File: config.mk
export PLATFORM = sky130hd
export DESIGN_NAME = dino_motion_controller
export DESIGN_NICKNAME = d
export VERILOG_FILES = /design/src/rtl/dino_pkg.sv /design/src/rtl/frame_tick_gen.sv /design/src/rtl/dino_motion_controller.sv
export SDC_FILE = /design/constraint.sdc
export NUM_CORES = 1
export LEC_CHECK = 0
export ABC_AREA = 0
export BUFFER_PORTS_ARGS = -buffer_cell sky130_fd_sc_hd__buf_2
export CORE_MARGIN = 2
export CORE_UTILIZATION = 43
export CTS_CLUSTER_DIAMETER = 150
export DETAILED_ROUTE_END_ITERATION = 16
export PLACE_DENSITY = 0.69
export SYNTH_ARGS = -nofsm -noshare
export SYNTH_HDL_FRONTEND = slang
export SYNTH_SLANG_ARGS = --single-unit
File: constraint.sdc
create_clock -name clk -period 13.7 [get_ports clk]
set_input_delay 4.11 -clock clk [delete_from_list [all_inputs] [get_ports clk]]
set_output_delay 4.11 -clock clk [all_outputs]
set_load 0.005 [all_outputs]
File: src/rtl/dino_pkg.sv
// Shared definitions for the dino motion controller.
//   dino_state_e : motion state encoding (2 bits)
//   GROUND_Y     : screen row of the ground line, in pixels
//   SPRITE_W/H   : dino sprite size, in pixels
package dino_pkg;

    typedef enum logic [1:0] {
        S_GROUND = 2'd0,
        S_DUCK   = 2'd1,
        S_RISE   = 2'd2,
        S_FALL   = 2'd3
    } dino_state_e;

    localparam int unsigned GROUND_Y = 335;
    localparam int unsigned SPRITE_W = 60;
    localparam int unsigned SPRITE_H = 60;

endpackage

File: src/rtl/frame_tick_gen.sv
// Frame tick generator: a one-clk pulse on the rising edge of screenEnd.
//   clk       in  system clock
//   reset     in  asynchronous, active-high
//   screenEnd in  end-of-frame level from the VGA controller (same clock domain)
//   tick      out one clk wide, once per frame
module frame_tick_gen (
    input  logic clk,
    input  logic reset,
    input  logic screenEnd,
    output logic tick
);

    logic screen_end_q;
    logic screen_end_d;

    always_comb screen_end_d = screenEnd;

    always_ff @(posedge clk or posedge reset) begin
        if (reset) screen_end_q <= 1'b0;
        else       screen_end_q <= screen_end_d;
    end

    // A long screenEnd still yields a single tick.
    assign tick = screenEnd & ~screen_end_q;

endmodule

File: src/rtl/dino_motion_controller.sv
// Dino motion controller: turns up/down buttons into the sprite position,
// updated once per frame tick so a frame is never drawn mid-update.
//   clk       in  system clock
//   reset     in  asynchronous, active-high
//   screenEnd in  end-of-frame level from the VGA controller
//   up, down  in  raw asynchronous buttons
//   halt      in  freeze physics
//   dino_x    out sprite x (constant)
//   dino_y    out sprite y
//   ducking   out high in DUCK
//   airborne  out high in RISE or FALL
//
// state  | meaning
// GROUND | standing at REST_Y, may jump or duck
// DUCK   | down held on the ground
// RISE   | moving up, speed decreasing by GRAVITY each frame
// FALL   | moving down, speed increasing up to MAX_FALL_V
module dino_motion_controller
    import dino_pkg::*;
#(
    parameter int unsigned X_POS      = 100,
    parameter int unsigned REST_Y     = GROUND_Y - SPRITE_H,
    parameter int unsigned JUMP_V     = 18,
    parameter int unsigned GRAVITY    = 1,
    parameter int unsigned MAX_FALL_V = 18,
    parameter int unsigned FASTFALL_V = 12
) (
    input  logic        clk,
    input  logic        reset,
    input  logic        screenEnd,
    input  logic        up,
    input  logic        down,
    input  logic        halt,
    output logic [31:0] dino_x,
    output logic [31:0] dino_y,
    output logic        ducking,
    output logic        airborne
);

    localparam logic [7:0] JUMP_V8   = 8'(JUMP_V);
    localparam logic [7:0] GRAV8     = 8'(GRAVITY);
    localparam logic [7:0] MAX_FALL8 = 8'(MAX_FALL_V);
    localparam logic [7:0] FAST8     = 8'(FASTFALL_V);

    logic        tick;
    logic        up_meta_q, up_s_q, down_meta_q, down_s_q;
    logic        jump_req_q, jump_req_d;
    dino_state_e state_q, state_d;
    logic [7:0]  vel_q, vel_d;
    logic [31:0] y_q, y_d;
    logic        ducking_q, ducking_d, airborne_q, airborne_d;
    logic [8:0]  vel_inc;
    logic [7:0]  fall_v;
    logic        step;

    frame_tick_gen u_tick (
        .clk       (clk),
        .reset     (reset),
        .screenEnd (screenEnd),
        .tick      (tick)
    );

    assign step = tick & ~halt;

    // Widened so a large vel plus GRAVITY cannot wrap before the clamp.
    assign vel_inc = {1'b0, vel_q} + {1'b0, GRAV8};
    assign fall_v  = (vel_inc > {1'b0, MAX_FALL8}) ? MAX_FALL8 : vel_inc[7:0];

    always_comb begin
        jump_req_d = 1'b0;
        if (!halt && !tick) jump_req_d = jump_req_q | up_s_q;
    end

    always_comb begin
        state_d = state_q;
        vel_d   = vel_q;
        y_d     = y_q;
        if (step) begin
            case (state_q)
                S_GROUND: begin
                    if (down_s_q) begin
                        state_d = S_DUCK;
                    end else if (jump_req_q | up_s_q) begin
                        state_d = S_RISE;
                        y_d     = y_q - 32'(JUMP_V);
                        vel_d   = JUMP_V8 - GRAV8;
                    end
                end
                S_DUCK: begin
                    if (!down_s_q) state_d = S_GROUND;
                end
                S_RISE: begin
                    if (down_s_q) begin
                        state_d = S_FALL;
                        vel_d   = FAST8;
                    end else begin
                        y_d = y_q - {24'd0, vel_q};
                        if (vel_q <= GRAV8) begin
                            state_d = S_FALL;
                            vel_d   = 8'd0;
                        end else begin
                            vel_d = vel_q - GRAV8;
                        end
                    end
                end
                S_FALL: begin
                    // Clamp the landing to REST_Y so the sprite never sinks into the ground.
                    if (y_q + {24'd0, fall_v} >= REST_Y) begin
                        state_d = S_GROUND;
                        y_d     = REST_Y;
                        vel_d   = 8'd0;
                    end else begin
                        y_d   = y_q + {24'd0, fall_v};
                        vel_d = fall_v;
                    end
                end
                default: state_d = S_GROUND;
            endcase
        end
        ducking_d  = (state_d == S_DUCK);
        airborne_d = (state_d == S_RISE) || (state_d == S_FALL);
    end

    always_ff @(posedge clk or posedge reset) begin
        if (reset) begin
            up_meta_q   <= 1'b0;
            up_s_q      <= 1'b0;
            down_meta_q <= 1'b0;
            down_s_q    <= 1'b0;
            jump_req_q  <= 1'b0;
            state_q     <= S_GROUND;
            vel_q       <= 8'd0;
            y_q         <= REST_Y;
            ducking_q   <= 1'b0;
            airborne_q  <= 1'b0;
        end else begin
            up_meta_q   <= up;
            up_s_q      <= up_meta_q;
            down_meta_q <= down;
            down_s_q    <= down_meta_q;
            jump_req_q  <= jump_req_d;
            state_q     <= state_d;
            vel_q       <= vel_d;
            y_q         <= y_d;
            ducking_q   <= ducking_d;
            airborne_q  <= airborne_d;
        end
    end

    assign dino_x   = 32'(X_POS);
    assign dino_y   = y_q;
    assign ducking  = ducking_q;
    assign airborne = airborne_q;

endmodule

# Word-level counts from Yosys, hierarchy flattened

Cells that the tools add are included.

Bits of input ports: 6
Word-level logic and storage cells: 62
Register bits after elaboration: 50
Output and inout port bits: 66

Equal/unequal tests: 9
Add/sub/neg operators: 5
Bitwise operators: 5
Order comparisons: 3
Mux-type cells: 21
Reduce and logical (&&, ||, !) cells: 8

Operators by type and width:

| cell                                                                | count |
|---|---|
| 2-to-1 mux 32 bit                                                   | 4 |
| one-hot mux 32 bit (3 select lines)                                 | 1 |
| 2-to-1 mux 8 bit                                                    | 6 |
| adder 32 x 8 -> 32 bit                                              | 1 |
| greater-or-equal comparator 32 x 9 -> 1 bit (second input constant) | 1 |
| subtractor 32 x 5 -> 32 bit (second input constant)                 | 1 |
| subtractor 32 x 8 -> 32 bit                                         | 1 |
| one-hot mux 8 bit (3 select lines)                                  | 1 |
| 2-to-1 mux 2 bit                                                    | 7 |
| adder 8 x 1 -> 9 bit (second input constant)                        | 1 |
| > comparator 9 x 5 -> 1 bit (second input constant)                 | 1 |
| == test 2 bit (second input constant)                               | 4 |
| <= comparator 8 x 1 -> 1 bit (second input constant)                | 1 |
| one-hot mux 2 bit (4 select lines)                                  | 1 |
| subtractor 8 x 1 -> 8 bit (second input constant)                   | 1 |
| inequality test 2 bit (second input constant)                       | 3 |
| AND reduction 5 bit                                                 | 1 |
| == test 2 x 1 -> 1 bit (second input constant)                      | 2 |
| AND reduction 4 bit                                                 | 1 |
| nonzero test 3 bit                                                  | 1 |
| bitwise AND 1 bit                                                   | 2 |
| logical NOT 1 bit                                                   | 2 |
| logical NOT 2 bit                                                   | 1 |
| NOT 1 bit                                                           | 2 |
| other kinds (4)                                                     | 4 |

# Longest topological paths before layout

Gate-level depths: netlist of the first run.

Depth in word-level cells: 10
Mapped depth: 20
Mapped depth without buffers: 20

# Hierarchy

Synthesis of the first run repeated with hierarchy kept, for this count alone.

Cells, all modules: 703
Area, all modules: 5223.8 µm²

By module, submodules not included:

| module                 | times used | cells an instance | seq. area each (µm²) | area an instance (µm²) |
|---|---|---|---|---|
| dino_motion_controller | 1          | 700               | 1231.2               | 5181.2 |
| frame_tick_gen         | 1          | 3                 | 25.0                 | 42.5 |

# Worst setup path after synthesis of the first run

No wires, ideal clock.

Kind: input to register
From: input screenEnd
To: register y_q[15], in the netlist dino_y[15]
Buffers on the path: 3
Setup time: 0.134 ns
Setup slack: 7.802 ns
Data required time: 13.566 ns
Stages on the path: 9
Data arrival time: 5.764 ns
Cells stage by stage: nor2b_1 > nor2b_1 > clkbuf_1 > o211a_1 > clkbuf_1 > clkbuf_1 > o21ai_0 > o21ai_0 > o211ai_1

Cells in the longest elaborated chain, start to end: 3

Ends and longest elaborated chain:

| what                          | RTL line                      | RTL |
|---|---|---|
| start, declared               | dino_motion_controller.sv:30  | `input logic screenEnd,` |
| bitwise AND 1 bit             | frame_tick_gen.sv:24          | `assign tick = screenEnd & ~screen_end_q;` |
| bitwise AND 1 bit             | dino_motion_controller.sv:63  | `assign step = tick & ~halt;` |
| AND reduction 5 bit (no line) | n/a                           |  |
| end signal, assigned          | dino_motion_controller.sv:144 | `y_q <= y_d;` |
| end, declared                 | dino_motion_controller.sv:50  | `logic [31:0] y_q, y_d;` |

Every way passes these cells.
A chain may end at the register's enable or synchronous reset.

# Worst setup path in the final report of the first run

From: input screenEnd
To: register y_q[29], in the netlist dino_y[29]

The elaborated chain is that of the path after synthesis.

==> results of run 1 <==
cell usage in the layout, fill, tap and decap left out, types with 8 or more instances in the layout:
cell / synthesis / final
nor2_1: 74 / 74
nand2_1: 64 / 64
a21oi_1: 51 / 51
o21ai_0: 47 / 47
dfrtp_1: 46 / 46
buf_2: 14 / 39
nor3_1: 36 / 36
conb_1: 2 / 35
nand3_1: 31 / 31
inv_1: 26 / 25
ha_1: 21 / 21
xnor2_1: 18 / 18
mux2i_1: 15 / 15
o211ai_1: 14 / 14
o31ai_1: 11 / 11
nand4_1: 10 / 10
a21o_1: 9 / 9
or4_1: 9 / 9
nand2b_1: 8 / 8
nor4_1: 8 / 8
critical path: cells and delay by family:
kind	cells	cell delay, ns
AOI/OAI and AO/OA	5	1.62
and+or+nand+nor	2	0.61
buffers and inverters	1	0.08
worst max-delay path by stage:
stage / cells past startpoint / slack (ns) / end / start
2_1_floorplan: 9 / 7.80 / dino_y[15] / screenEnd
3_3_place_gp: 7 / 7.29 / dino_y[19] / screenEnd
3_5_place_dp: 8 / 7.19 / dino_y[29] / screenEnd
4_1_cts: 8 / 7.50 / dino_y[29] / screenEnd
5_1_grt: 8 / 7.24 / dino_y[29] / screenEnd
6_report: 8 / 7.44 / dino_y[29] / screenEnd
cell families after synthesis:
kind of cell    Yosys count  synth area share
flops                    50             0.240
buf+inv                 105             0.106
other cells               2           0.00144
xor+xnor                 23            0.0385
fa+ha+maj                23            0.0579
compound gates          203             0.260
simple gates            275             0.265
mux                      16            0.0309
metal layers:
metal | GRT usage | vias up | part of all wire
met5 | 0 | - | 0
met1 | 0.322 | 2532 | 0.43
met4 | 0.0862 | 0 | 0.029
li1 | - | 2492 | -
met2 | 0.379 | 282 | 0.46
met3 | 0.0291 | 44 | 0.083
stage by stage:
stage | setup slack, ns | instance area [um^2] | hold slack [ns] | utilization | instances
4_1_cts | 7.50 | 5480 | 0.352 | 0.458 | 850
6_report | 7.44 | 5480 | 0.350 | 0.458 | 850
2_1_floorplan | 7.80 | 5350 | 0.331 | - | 730
3_3_place_gp | 7.29 | 5310 | 0.333 | 0.444 | 842
3_5_place_dp | 7.19 | 5310 | 0.336 | 0.444 | 842
5_1_grt | 7.24 | 5480 | 0.362 | 0.458 | 850
sequential cells by signal (all words and copies together) (netlist names):
name,cells
up_meta_q,1
dino_y,32
down_meta_q,1
state_q,2
ducking,1
up_s_q,1
u_tick.screen_end_q,1
jump_req_q,1
down_s_q,1
vel_q,8
airborne,1
area by class of cell:
cell class / count / share of cell area
inverter: 27 / 0.0185
tap: 147 / 0.0336
multi-input combinational: 575 / 0.646
timing repair buffer: 43 / 0.0411
clock buffer: 5 / 0.0228
sequential: 50 / 0.229
clock inverter: 3 / 0.00867
power by group:
group / internal, mW / switching, mW
logic: 0.311 / 0.499
clock network: 0.0877 / 0.0628
registers: 0.195 / 0.143
total: 0.593 / 0.705
==> flow_metrics.env, run 1 <==
export IMPL_die_y_um=114
export IMPL_yosys_top_cells_area="dfrtp_1 (22%), nor2_1 (5.3%), ha_1 (5.0%)"
export IMPL_rsz0062_at_grt="no"
export IMPL_globalRouteOverflowTotal=0
export IMPL_hp_start="up_meta_q"
export IMPL_syn_area_um2=5230
export IMPL_initial_core_util=0.437
export IMPL_drt_iter0_drc=589
export IMPL_cts_resized=0
export IMPL_crit_slowest_cell="o211a_1"
export IMPL_yosysTopAreaCellShare=0.220
export IMPL_synthToLayoutAreaGrowth_pct=4.88
export IMPL_hpwlAfterDp_um=11000
export IMPL_clk_pin_slew_ns=0.07
export IMPL_synth_distinct_cells=78
export IMPL_rrSetupSlack_ns=8.22
export IMPL_multi_input_area_um2=3540
export IMPL_h_tree_depth=2
export IMPL_worst_r2r_path_depth=19
export IMPL_grt_max_degree=51
export IMPL_ys_seq_elements=50
export IMPL_ys_warn_count=0
export IMPL_drive_gt1_frac=0.104
export IMPL_drt_wl_total_um=15400
export IMPL_holdPathEnd="up_s_q"
export IMPL_yosysTopAreaCell="dfrtp_1"
export IMPL_dr_pass1_iters=8
export IMPL_grt_pass1_wl_um=24800
export IMPL_path_class="input port to flip-flop"
export IMPL_diodes=0
export IMPL_cts_buffers=5
export IMPL_ant_nets=0
export IMPL_postCtsHoldBufs=0
export IMPL_hold_path_class="flip-flop to flip-flop"
export IMPL_dieArea_um2=13100
export IMPL_yosys_top_cells_count="nor2_1 (74), nand2_1 (64), a21oi_1 (51)"
export IMPL_drv_cap=0
export IMPL_fmax_ghz=0.160
export IMPL_finalNetCount=731
export IMPL_gp_congestion=0.919
export IMPL_drc=0
export IMPL_cpPeakStageDelay_ns=0.78
export IMPL_tightestPinTransition_ns=1.10
export IMPL_cts_root_buffer="clkbuf_16"
export IMPL_p_total_mw=1.30
export IMPL_insertion_delay_ns=0.31
export IMPL_post_cts_buffers=0
export IMPL_avgSynthCellArea_um2=7.50
export IMPL_syn_inst=697
export IMPL_whs_path_depth=0
export IMPL_clockBufferDepth=2
export IMPL_io_pins=72
export IMPL_reg2reg_from="vel_q[0]"
export IMPL_tritoncts="built"
export IMPL_fin_setup_tns_ns=0
export IMPL_fp_dieW_um=114
export IMPL_rows=40
export IMPL_via_per_inst=6.29
export IMPL_port_buffers=39
export IMPL_seq_area_frac_synth=0.240
export IMPL_critPathLaunchType="input port"
export IMPL_crit_arrival_ns=6.43
export IMPL_regArea_um2=1260
export IMPL_nFillCells=1214
export IMPL_path_cells="buf_2 > nor2b_1 > nor2b_1 > o211a_1 > o21ai_0 > a221o_1 > o21ai_0 > o31ai_1"
export IMPL_yosysMostFrequentCell="nor2_1"
export IMPL_setup_violations=0
export IMPL_period_share=0.457
export IMPL_r2r_end="vel_q[1]"
export IMPL_cp_max_fo=25
export IMPL_grt_pass1_vias=4915
export IMPL_end_kind="flip-flop"
export IMPL_track_usage=0.234
export IMPL_clock_skew_ns=0.00839
export IMPL_powerDensity_nw_per_um2=237
export IMPL_slew_headroom=0.268
export IMPL_status="completed"
export IMPL_synth_main_ff_cell="dfrtp_1"
export IMPL_leakage_nw=2.26
export IMPL_peakVddDrop_uv=81.9
export IMPL_min_period_ns=6.26
export IMPL_cts_sink_count=50
export IMPL_synth_edf_count=0
export IMPL_hold_viol_final=0
export IMPL_antenna_found_initial=0
export IMPL_wire_per_inst_um=18.2
export IMPL_vias=5350
export IMPL_required_ns=13.87
export IMPL_slew_viol_final=0
export IMPL_async_flop_share=1.00
export IMPL_core_um2=12000
Power figures use the tool's default switching activity.
==> run 2: changes to the inputs <==
clock period = 6.6 ns   (was 13.7 ns; I/O delays follow)
==> run 2 against run 1 <==
Clock skew fell by 0.0022 ns; utilization grew 0.24 points; first-iteration DRC count fell by 31%; power rose by 110%; clock power is 130% higher; die area unchanged; sequential share of layout area shrank 0.12 points; via count fell by 1.2%; critical path type is now flip-flop to flip-flop.
==> flow_metrics.env, run 2 (synthesis results as in run 1) <==
export IMPL_status="completed"
export IMPL_worst_r2r_path_depth=19
export IMPL_die_y_um=114
export IMPL_diodes=0
export IMPL_port_buffers=39
export IMPL_crit_slowest_cell="nor4_4"
export IMPL_drt_iter0_drc=407
export IMPL_drv_cap=0
export IMPL_fmax_ghz=0.187
export IMPL_placedCellCount=843
export IMPL_cpLargestDelayFamily="simple AND/OR/NAND/NOR gates"
export IMPL_hold_viol_final=0
export IMPL_holdWs_ns=0.349
export IMPL_ant_nets=0
export IMPL_critPathBufInv=2
export IMPL_insertion_delay_ns=0.30
export IMPL_core_um2=12000
export IMPL_cts_resized=0
export IMPL_hold_path_class="flip-flop to flip-flop"
export IMPL_critPathLaunchType="flip-flop"
export IMPL_drt_wl_total_um=15700
export IMPL_vias=5285
export IMPL_use_met3=0.0424
export IMPL_path_class="flip-flop to flip-flop"
export IMPL_setup_slack_ns=1.26
export IMPL_clk_pin_slew_ns=0.07
export IMPL_slew_viol_final=0
export IMPL_setup_violations=0
export IMPL_grt_pass1_wl_um=26200
export IMPL_cts_sink_count=50
export IMPL_cp_max_fo=10
export IMPL_wire_per_inst_um=18.5
export IMPL_crit_arrival_ns=5.54
export IMPL_gp_congestion=0.950
export IMPL_final_area_um2=5510
export IMPL_grt_pass1_vias=5036
export IMPL_tightestPinTransition_ns=1.10
export IMPL_endpoint="dino_y[6]"
export IMPL_nFillCells=1181
export IMPL_mostFrequentLayoutCells="nor2_1 (74), nand2_1 (64), a21oi_1 (51)"
export IMPL_pre_cts_slack_ns=1.32
export IMPL_postCtsHoldBufs=0
export IMPL_peakVddDrop_uv=159
export IMPL_final_common_cell="nor2_1"
export IMPL_dr_pass1_iters=5
export IMPL_path_cells="inv_1 > ha_1 > or3_1 > a21oi_1 > a221o_1 > a22o_1 > nand2_1 > nor2_1 > inv_1 > ha_1 > a21o_1 > nand4_1 > a21o_1 > a2111oi_0 > mux2i_1 > nand4_1 > nor4_4 > nand3_4 > o31ai_1"
export IMPL_top_usage_layer="met2"
export IMPL_clockBufferDepth=2
export IMPL_globalRouteOverflowTotal=0
export IMPL_antenna_found_initial=0
export IMPL_startpoint="vel_q[0]"
export IMPL_cpPeakStageDelay_ns=0.66
export IMPL_required_ns=6.80
export IMPL_p_total_mw=2.73
export IMPL_dieArea_um2=13100
export IMPL_cts_buffers=5
export IMPL_finalNetCount=732
export IMPL_drc=0
export IMPL_final_cell_count_no_fill=851
export IMPL_rrSetupSlack_ns=1.26
export IMPL_postLayoutCoreUtil=0.461
export IMPL_min_period_ns=5.34
export IMPL_cp_num_cells=19
export IMPL_fp_dieW_um=114
export IMPL_end_kind="flip-flop"
export IMPL_via_per_inst=6.21
export IMPL_reg2reg_from="vel_q[0]"
export IMPL_rsz0062_at_grt="no"
export IMPL_period_share=0.809
export IMPL_met2_usage=0.390
export IMPL_tritoncts="built"
export IMPL_powerDensity_nw_per_um2=496
export IMPL_slew_headroom=0.264
export IMPL_grt_use_met1=0.357
export IMPL_h_tree_depth=2
export IMPL_io_pins=72
export IMPL_initial_core_util=0.437
export IMPL_hpwlAfterDp_um=11500
export IMPL_grt_max_degree=51
export IMPL_largest_reg_flops=32
export IMPL_dpl_cell_area_um2=5320
export IMPL_leakage_nw=2.27
export IMPL_rows=40
export IMPL_cts_root_buffer="clkbuf_16"
export IMPL_drive_gt1_frac=0.105
export IMPL_r2r_end="dino_y[6]"
export IMPL_fin_setup_tns_ns=0
export IMPL_track_usage=0.251
export IMPL_post_cts_buffers=0
export IMPL_synthToLayoutAreaGrowth_pct=5.43
export IMPL_clock_skew_ns=0.00623
[run 2: cell count changes in the layout (fill, tap and decap cells not counted)]
cell and change:
inv_6 -2, buf_4 +1, bufinv_16 +1, clkinv_4 +1
[run 2: how the worst min path moves through the flow]
stage                start       end  slack (ns)  depth (start not counted)
2_1_floorplan  down_meta_q  down_s_q        0.33                          0
3_3_place_gp     up_meta_q    up_s_q        0.33                          0
3_5_place_dp     up_meta_q    up_s_q        0.34                          0
4_1_cts          up_meta_q    up_s_q        0.35                          0
5_1_grt          up_meta_q    up_s_q        0.36                          0
6_report         up_meta_q    up_s_q        0.35                          0
[run 2: report_power, final]
group	internal, mW	switching (mW)
combinational	0.648	1.07
clock	0.218	0.125
sequential	0.405	0.267
total	1.27	1.46
[run 2: area by class of cell]
class	count	area, um^2	share of cell area
Multi-Input combinational cell	575	3540	0.643
Inverter	27	101	0.0184
Timing Repair Buffer	44	233	0.0422
Tap cell	147	184	0.0334
Clock inverter	3	68.8	0.0125
Clock buffer	5	125	0.0227
Sequential cell	50	1260	0.228
[run 2: metal layers]
layer,share of wire,up-vias
met5,0,-
met4,0.020,0
met3,0.071,29
met2,0.45,210
met1,0.46,2556
li1,-,2490
